==> src/rtl/head_ptr_table_if.sv <==
// head_ptr_table_if
// Bundles the bus signals of the bucket head-pointer store: the write side
// (head-pointer updates from the insert/delete engines), the lookup request
// channel from the upstream hash stage, the result channel, and the clear
// control.
//   master : the agent that drives updates, lookups and clear requests and
//            consumes results
//   slave  : head_ptr_table itself
// Signal names keep the _i/_o suffixes as seen from the table so they read
// the same on both sides.
interface head_ptr_table_if #(
  parameter int BUCKET_WIDTH = 8,
  parameter int PTR_WIDTH    = 8,
  parameter int TAG_WIDTH    = 32
);
  // write side (no backpressure)
  logic [BUCKET_WIDTH-1:0] wr_addr_i;
  logic [PTR_WIDTH-1:0]    wr_data_ptr_i;
  logic                    wr_data_ptr_val_i;
  logic                    wr_en_i;
  // lookup request
  logic [BUCKET_WIDTH-1:0] lookup_bucket_i;
  logic [TAG_WIDTH-1:0]    lookup_tag_i;
  logic                    lookup_valid_i;
  logic                    lookup_ready_o;
  // lookup result
  logic [BUCKET_WIDTH-1:0] res_bucket_o;
  logic [TAG_WIDTH-1:0]    res_tag_o;
  logic [PTR_WIDTH-1:0]    res_ptr_o;
  logic                    res_ptr_val_o;
  logic                    res_valid_o;
  logic                    res_ready_i;
  // clear control
  logic                    clear_run_i;
  logic                    clear_done_o;

  modport master (
    output wr_addr_i, wr_data_ptr_i, wr_data_ptr_val_i, wr_en_i,
    output lookup_bucket_i, lookup_tag_i, lookup_valid_i,
    input  lookup_ready_o,
    input  res_bucket_o, res_tag_o, res_ptr_o, res_ptr_val_o, res_valid_o,
    output res_ready_i,
    output clear_run_i,
    input  clear_done_o
  );

  modport slave (
    input  wr_addr_i, wr_data_ptr_i, wr_data_ptr_val_i, wr_en_i,
    input  lookup_bucket_i, lookup_tag_i, lookup_valid_i,
    output lookup_ready_o,
    output res_bucket_o, res_tag_o, res_ptr_o, res_ptr_val_o, res_valid_o,
    input  res_ready_i,
    input  clear_run_i,
    output clear_done_o
  );
endinterface

==> src/rtl/head_ptr_table.sv <==
// head_ptr_table
// Bucket head-pointer store for the hash table. Holds one {ptr, ptr_val}
// entry per bucket, accepts head updates from the insert/delete engines,
// answers hashed lookups with the current chain head, and sweeps the whole
// table to zero on request.
// Ports:
//   clk_i    clock
//   rst_n_i  asynchronous active-low reset
//   bus      head_ptr_table_if.slave: write side (wr_*), lookup request
//            (lookup_*), result (res_*), clear control (clear_run_i,
//            clear_done_o)
module head_ptr_table #(
  parameter int BUCKET_WIDTH = 8,
  parameter int PTR_WIDTH    = 8,
  parameter int TAG_WIDTH    = 32
) (
  input  logic              clk_i,
  input  logic              rst_n_i,
  head_ptr_table_if.slave   bus
);
  localparam int DEPTH       = 2 ** BUCKET_WIDTH;
  localparam int ENTRY_WIDTH = PTR_WIDTH + 1;
  localparam int FIFO_WIDTH  = BUCKET_WIDTH + TAG_WIDTH + ENTRY_WIDTH;

  typedef enum logic {IDLE, CLEAR} clear_state_e;

  clear_state_e            state_q, state_d;
  logic [BUCKET_WIDTH-1:0] clear_addr_q, clear_addr_d;
  logic                    clear_done;

  logic                    mem_we;
  logic [BUCKET_WIDTH-1:0] mem_waddr;
  logic [ENTRY_WIDTH-1:0]  mem_wdata;

  logic [ENTRY_WIDTH-1:0]  mem [DEPTH];
  logic [ENTRY_WIDTH-1:0]  rd_raw_q, rd_out_q;

  logic                    accept;
  logic                    s1_valid_q, s2_valid_q;
  logic [BUCKET_WIDTH-1:0] s1_bucket_q, s2_bucket_q;
  logic [TAG_WIDTH-1:0]    s1_tag_q, s2_tag_q;
  logic                    s1_fwd_hit_q, s2_fwd_hit_q;
  logic [ENTRY_WIDTH-1:0]  s1_fwd_data_q, s2_fwd_data_q;
  logic [ENTRY_WIDTH-1:0]  push_entry;

  logic [FIFO_WIDTH-1:0]   fifo_mem [4];
  logic [1:0]              wr_ptr_q, rd_ptr_q;
  logic [2:0]              count_q;
  logic [2:0]              occupancy;
  logic                    push, pop;

  // Clear FSM state and sweep address.
  always_ff @(posedge clk_i or negedge rst_n_i) begin
    if (!rst_n_i) begin
      state_q      <= IDLE;
      clear_addr_q <= '0;
    end else begin
      state_q      <= state_d;
      clear_addr_q <= clear_addr_d;
    end
  end

  // Clear FSM next state. A new clear_run_i restarts the sweep at address 0,
  // even from the middle of a sweep.
  always_comb begin
    state_d      = state_q;
    clear_addr_d = clear_addr_q;
    clear_done   = 1'b0;
    case (state_q)
      IDLE: begin
        if (bus.clear_run_i) begin
          state_d      = CLEAR;
          clear_addr_d = '0;
        end
      end
      CLEAR: begin
        clear_done = (clear_addr_q == '1);
        if (bus.clear_run_i) begin
          clear_addr_d = '0;
        end else if (clear_addr_q == '1) begin
          state_d = IDLE;
        end else begin
          clear_addr_d = clear_addr_q + 1'b1;
        end
      end
      default: state_d = IDLE;
    endcase
  end

  // The single RAM write port is owned by the sweeper while clearing;
  // external updates are ignored then. Forwarding looks at this muxed port
  // so in-flight lookups also see the clear writes.
  always_comb begin
    if (state_q == CLEAR) begin
      mem_we    = 1'b1;
      mem_waddr = clear_addr_q;
      mem_wdata = '0;
    end else begin
      mem_we    = bus.wr_en_i;
      mem_waddr = bus.wr_addr_i;
      mem_wdata = {bus.wr_data_ptr_i, bus.wr_data_ptr_val_i};
    end
  end

  // RAM with a registered output: read in the accept cycle, data visible two
  // cycles later. A read colliding with a write returns the old entry; the
  // forwarding path below repairs that.
  always_ff @(posedge clk_i) begin
    if (mem_we) begin
      mem[mem_waddr] <= mem_wdata;
    end
    rd_raw_q <= mem[bus.lookup_bucket_i];
    rd_out_q <= rd_raw_q;
  end

  // Credit: in-flight lookups plus buffered results never exceed the FIFO
  // depth. A clear request in the same cycle also blocks acceptance.
  assign occupancy          = count_q + {2'b00, s1_valid_q} + {2'b00, s2_valid_q};
  assign bus.lookup_ready_o = rst_n_i && (state_q == IDLE) && !bus.clear_run_i &&
                              (occupancy < 3'd4);
  assign accept             = bus.lookup_valid_i && bus.lookup_ready_o;

  // Pipeline valid bits; these are what a reset drops.
  always_ff @(posedge clk_i or negedge rst_n_i) begin
    if (!rst_n_i) begin
      s1_valid_q <= 1'b0;
      s2_valid_q <= 1'b0;
    end else begin
      s1_valid_q <= accept;
      s2_valid_q <= s1_valid_q;
    end
  end

  // Pipeline payload. Each stage remembers the newest write to its bucket;
  // a later matching write replaces an earlier one.
  always_ff @(posedge clk_i) begin
    s1_bucket_q   <= bus.lookup_bucket_i;
    s1_tag_q      <= bus.lookup_tag_i;
    s1_fwd_hit_q  <= mem_we && (mem_waddr == bus.lookup_bucket_i);
    s1_fwd_data_q <= mem_wdata;
    s2_bucket_q   <= s1_bucket_q;
    s2_tag_q      <= s1_tag_q;
    if (mem_we && (mem_waddr == s1_bucket_q)) begin
      s2_fwd_hit_q  <= 1'b1;
      s2_fwd_data_q <= mem_wdata;
    end else begin
      s2_fwd_hit_q  <= s1_fwd_hit_q;
      s2_fwd_data_q <= s1_fwd_data_q;
    end
  end

  // Entry pushed into the FIFO: a write in the push cycle itself still
  // counts, otherwise the latest forwarded write, otherwise the RAM data.
  always_comb begin
    if (mem_we && (mem_waddr == s2_bucket_q)) begin
      push_entry = mem_wdata;
    end else if (s2_fwd_hit_q) begin
      push_entry = s2_fwd_data_q;
    end else begin
      push_entry = rd_out_q;
    end
  end

  assign push = s2_valid_q;
  assign pop  = bus.res_valid_o && bus.res_ready_i;

  // Output FIFO pointers and fill count.
  always_ff @(posedge clk_i or negedge rst_n_i) begin
    if (!rst_n_i) begin
      wr_ptr_q <= '0;
      rd_ptr_q <= '0;
      count_q  <= '0;
    end else begin
      if (push) wr_ptr_q <= wr_ptr_q + 2'd1;
      if (pop)  rd_ptr_q <= rd_ptr_q + 2'd1;
      case ({push, pop})
        2'b10:   count_q <= count_q + 3'd1;
        2'b01:   count_q <= count_q - 3'd1;
        default: count_q <= count_q;
      endcase
    end
  end

  // FIFO storage.
  always_ff @(posedge clk_i) begin
    if (push) begin
      fifo_mem[wr_ptr_q] <= {s2_bucket_q, s2_tag_q, push_entry};
    end
  end

  assign {bus.res_bucket_o, bus.res_tag_o, bus.res_ptr_o, bus.res_ptr_val_o} = fifo_mem[rd_ptr_q];
  assign bus.res_valid_o  = (count_q != 3'd0);
  assign bus.clear_done_o = clear_done;

endmodule

==> src/flat_wrapper.sv <==
// flat-port wrapper written by rule: the top's interface ports become plain ports
module head_ptr_table_flat 
#(
  parameter int BUCKET_WIDTH = 8,
  parameter int PTR_WIDTH    = 8,
  parameter int TAG_WIDTH    = 32
)
  (clk_i, rst_n_i, bus_wr_addr_i, bus_wr_data_ptr_i, bus_wr_data_ptr_val_i, bus_wr_en_i, bus_lookup_bucket_i, bus_lookup_tag_i, bus_lookup_valid_i, bus_lookup_ready_o, bus_res_bucket_o, bus_res_tag_o, bus_res_ptr_o, bus_res_ptr_val_o, bus_res_valid_o, bus_res_ready_i, bus_clear_run_i, bus_clear_done_o);
  head_ptr_table_if #(.BUCKET_WIDTH(BUCKET_WIDTH), .PTR_WIDTH(PTR_WIDTH), .TAG_WIDTH(TAG_WIDTH)) bus_i ();
  input  logic clk_i;
  input  logic rst_n_i;
  input wire logic [$bits(bus_i.wr_addr_i)-1:0] bus_wr_addr_i;
  input wire logic [$bits(bus_i.wr_data_ptr_i)-1:0] bus_wr_data_ptr_i;
  input wire logic [$bits(bus_i.wr_data_ptr_val_i)-1:0] bus_wr_data_ptr_val_i;
  input wire logic [$bits(bus_i.wr_en_i)-1:0] bus_wr_en_i;
  input wire logic [$bits(bus_i.lookup_bucket_i)-1:0] bus_lookup_bucket_i;
  input wire logic [$bits(bus_i.lookup_tag_i)-1:0] bus_lookup_tag_i;
  input wire logic [$bits(bus_i.lookup_valid_i)-1:0] bus_lookup_valid_i;
  output wire logic [$bits(bus_i.lookup_ready_o)-1:0] bus_lookup_ready_o;
  output wire logic [$bits(bus_i.res_bucket_o)-1:0] bus_res_bucket_o;
  output wire logic [$bits(bus_i.res_tag_o)-1:0] bus_res_tag_o;
  output wire logic [$bits(bus_i.res_ptr_o)-1:0] bus_res_ptr_o;
  output wire logic [$bits(bus_i.res_ptr_val_o)-1:0] bus_res_ptr_val_o;
  output wire logic [$bits(bus_i.res_valid_o)-1:0] bus_res_valid_o;
  input wire logic [$bits(bus_i.res_ready_i)-1:0] bus_res_ready_i;
  input wire logic [$bits(bus_i.clear_run_i)-1:0] bus_clear_run_i;
  output wire logic [$bits(bus_i.clear_done_o)-1:0] bus_clear_done_o;
  assign bus_i.wr_addr_i = bus_wr_addr_i;
  assign bus_i.wr_data_ptr_i = bus_wr_data_ptr_i;
  assign bus_i.wr_data_ptr_val_i = bus_wr_data_ptr_val_i;
  assign bus_i.wr_en_i = bus_wr_en_i;
  assign bus_i.lookup_bucket_i = bus_lookup_bucket_i;
  assign bus_i.lookup_tag_i = bus_lookup_tag_i;
  assign bus_i.lookup_valid_i = bus_lookup_valid_i;
  assign bus_lookup_ready_o = bus_i.lookup_ready_o;
  assign bus_res_bucket_o = bus_i.res_bucket_o;
  assign bus_res_tag_o = bus_i.res_tag_o;
  assign bus_res_ptr_o = bus_i.res_ptr_o;
  assign bus_res_ptr_val_o = bus_i.res_ptr_val_o;
  assign bus_res_valid_o = bus_i.res_valid_o;
  assign bus_i.res_ready_i = bus_res_ready_i;
  assign bus_i.clear_run_i = bus_clear_run_i;
  assign bus_clear_done_o = bus_i.clear_done_o;
  head_ptr_table #(.BUCKET_WIDTH(BUCKET_WIDTH), .PTR_WIDTH(PTR_WIDTH), .TAG_WIDTH(TAG_WIDTH)) u_core (.clk_i(clk_i), .rst_n_i(rst_n_i), .bus(bus_i));
endmodule
==> config.mk <==
export PLATFORM = sky130hd
export DESIGN_NAME = head_ptr_table_flat
export DESIGN_NICKNAME = d
export VERILOG_FILES = /design/src/rtl/head_ptr_table_if.sv /design/src/rtl/head_ptr_table.sv /design/src/flat_wrapper.sv
export SDC_FILE = /design/constraint.sdc
export NUM_CORES = 2
export LEC_CHECK = 0
export ABC_AREA = 1
export CAP_MARGIN = 20
export CELL_PAD_IN_SITES_DETAIL_PLACEMENT = 1
export CELL_PAD_IN_SITES_GLOBAL_PLACEMENT = 2
export CORE_UTILIZATION = 43
export DETAILED_ROUTE_END_ITERATION = 10
export PLACE_DENSITY = 0.8
export SYNTH_ARGS = -nofsm -noshare
export SYNTH_HDL_FRONTEND = slang
export SYNTH_SLANG_ARGS = --single-unit
==> constraint.sdc <==
create_clock -name clk_i -period 6.03 [get_ports clk_i]
set_clock_uncertainty 0.15 [all_clocks]
set_input_delay 1.206 -clock clk_i [delete_from_list [all_inputs] [get_ports clk_i]]
set_output_delay 1.206 -clock clk_i [all_outputs]
set_load 0.01 [all_outputs]
==> reports/results.txt <==
chip height - 495 um
synth top area cells - edfxtp_1 72%, nand3_1 11%, nand2_1 8.7%, dfxtp_1 2.3%, buf_2 1.7%
layout cell share with drive strength beyond 1 - 0.0857
Avg WL per Cell - 26.5 um
net switching power - 9.43 mW
drt first pass iters - 5
crit share post-route - 0.781
Seq pwr share - 0.490
Worst Hold Class - reg2reg
final wirelength - 323000 um
internal power - 31.2 mW
CTS Buf Count - 295
total number of vias - 69700
GRT overflow - 0
vias in the first global route - 71000
final max-slew violation count - 0
slew of the pin with the lowest slew margin - 1090 ps
largest family of logic cells by synthesized area - simple AND/OR/NAND/NOR gates
Final setup viols - 0
Combinational Power Share - 0.081
Clk Latency, worst-skew pair - 930 ps
global-route wire length before repair - 476000 um
VDD IR max - 0.265 mV
met3 wire length - 19500 um
top cell type's share of synthesized area - 0.718
Die W - 495 um
Synth Instances - 8655
Tmin final - 4710 ps
Routed Antenna Nets - 0
Worst path slowest cell - inv_1
number of synthesized flops with an enable pin - 2500
Highest Clock Rate - 0.212 GHz
Synth Area per Inst - 12.1 sq um
DR top layer - met5
hold buffers post-CTS - 0
CTS tree - built
Clock Power Share - 0.429
Critical Path RT - 4670 ps
Synth cell types - 43
Tot Pwr - 40.6 mW
cells along the critical path - inv_1 > buf_4 > o21ai_0 > o22ai_1 > clkdlybuf4s50_1
input/output buffers - 114
fin nets - 8873
Most used DFF post-synth - edfxtp_1
routed vias/inst - 5.72
setup repair bufs after CTS - 0
Max-Cap Viols - 0
# H-tree levels - 5
DPL Wire Length - 187000 um
final RePlAce weighted congestion - 0.865
yosys warns - 0
area leader, netlist - edfxtp_1
CP startpoint kind - register
Synth Area in Compound Gates - 0.0108
Initial Util - 0.434
initial antenna violation count - 13
top post-synthesis cells by count - 2500 x edfxtp_1, 2433 x nand2_1, 2279 x nand3_1
Metal-1 WL - 137000 um
post-synthesis mux area share - 0.000861
DRC viols - 0
Mapped Area - 105000 sq um
CP Capture Type - primary output
max incr delay on CP - 640 ps
crit path kind - reg2out
Synth Area in Adders - 0.00103
io pins - 115
switching part of the total - 0.232
Critical Path AT - 3350 ps
flops & latches, synth - 2636
largest net degree at the start of global routing - 217
sequential share of the synthesized area - 0.744
Post-Synth Simple-Gate Area - 0.212
xor/xnor share of the synthesized area - 0.00176
Syn-to-layout area delta - 13.9%
starting DRC count in detailed routing - 6740
pwr dens - 341 nW/um^2
clk buf depth - 4
most instantiated library cell after synthesis - edfxtp_1
final hold vios - 0
GRT Total Usage - 0.262
ys async rst share - 0.00683
Crit Path Max Fanout - 27
setup TNS - 0 ps
clk root buf - clkbuf_16
post-cts gate resize count - 0
clock sinks - 2636
Syn Nets - 8726
Worst slew margin - 0.269
RSZ-0062 raised after global routing - no
leak pwr - 42.1 nW
core area - 241000 sq um
status - completed
Site Rows - 180
met2 WL - 154000 um
Die Area - 245000 sq um
Reg clk slew, reported paths - 60 ps
[per-layer routing]
metal | GRT usage | vias up
li1 | - | 31000
met1 | 0.359 | 35800
met2 | 0.424 | 2297
met3 | 0.0362 | 589
met4 | 0.0981 | 6
met5 | 0 | -
[power groups by stage]
stage | registers, mW | clock network [mW] | logic (mW)
2_1_floorplan | 20.3 | 0 | 1.84
3_3_place_gp | 20.3 | 0 | 3.21
3_5_place_dp | 20.3 | 0 | 3.29
4_1_cts | 19.9 | 17.6 | 3.31
5_1_grt | 19.9 | 18.3 | 3.54
6_report | 19.9 | 17.4 | 3.28
[final timing paths]
kind	startpoint	end	slack [ps]	cells past startpoint
max	u_core.rd_ptr_q[1]	bus_res_tag_o[24]	1320	5
min	u_core.s1_tag_q[28]	u_core.s2_tag_q[28]	140	0
max reg2reg	u_core.state_q	u_core.mem[41][3]	1970	9
min reg2reg	u_core.s1_tag_q[28]	u_core.s2_tag_q[28]	140	0
max in group asynchronous	rst_n_i	u_core.rd_ptr_q[0]	5020	2
min in group asynchronous	rst_n_i	u_core.s1_valid_q	470	2
[final cells by class]
class / instances / area (sq um)
Fill cell: 24600 / 122000
Sequential cell: 2636 / 77900
Multi-Input combinational cell: 5366 / 23700
Clock buffer: 368 / 7910
Tap cell: 3185 / 3990
Timing Repair Buffer: 424 / 3970
Clock inverter: 136 / 1260
Inverter: 79 / 410
Antenna cell: 5 / 12.5
[metrics by stage]
stage               worst slack, ps   util  instance area (sq um)  hold WS (ps)  instances
finish                         1320  0.494                 119000           142      12200
global route                   1120  0.494                 119000           161      12200
CTS                            1230  0.494                 119000           146      12200
detailed placement             1360  0.456                 110000           164      11700
global placement               1320  0.456                 110000           162      11700
floorplan                      1040      -                 105000           160       8655
[layout by cell type (no fill, tap or decap), types with 3 or more instances in the layout]
cell,instances
a21oi_1,10
mux2i_1,9
clkbuf_1,57
nor3_1,6
xnor2_1,6
clkinvlp_4,9
clkinv_2,41
nand2_2,21
ha_1,7
nand2_1,2417
inv_1,55
o22ai_1,50
o21ai_2,9
dfxtp_1,118
inv_6,6
clkdlybuf4s50_1,108
o21ai_4,3
nor2_1,396
clkbuf_8,8
inv_8,11
dfrtp_1,17
buf_4,272
clkbuf_16,303
nand3_1,2279
buf_8,3
inv_2,8
buf_12,39
diode_2,5
edfxtp_1,2500
o21ai_0,117
clkinv_1,56
xor2_1,15
bufinv_16,23
[state kept, by name (all words and copies together), names as in the netlist, 9 cells and up]
signal	flops
u_core.s2_fwd_data_q	9
u_core.s1_tag_q	32
u_core.rd_raw_q	9
u_core.rd_out_q	9
u_core.s2_tag_q	32
u_core.mem	2304
u_core.fifo_mem	196
u_core.s1_fwd_data_q	9
[critical path: cells and delay by family (launching register included)]
family / cells / cell delay (ps)
AO/OA/AOI/OAI: 2 / 320
buffers and inverters: 3 / 1710
flip-flops: 1 / 380
[cells by family after synthesis]
| logic type | after synthesis |
|---|---|
| simple gates | 5132 |
| flops | 2636 |
| mux | 9 |
| compound gates | 196 |
| fa+ha+maj | 8 |
| buf+inv | 653 |
| xor+xnor | 21 |
Power figures use the tool's default switching activity.
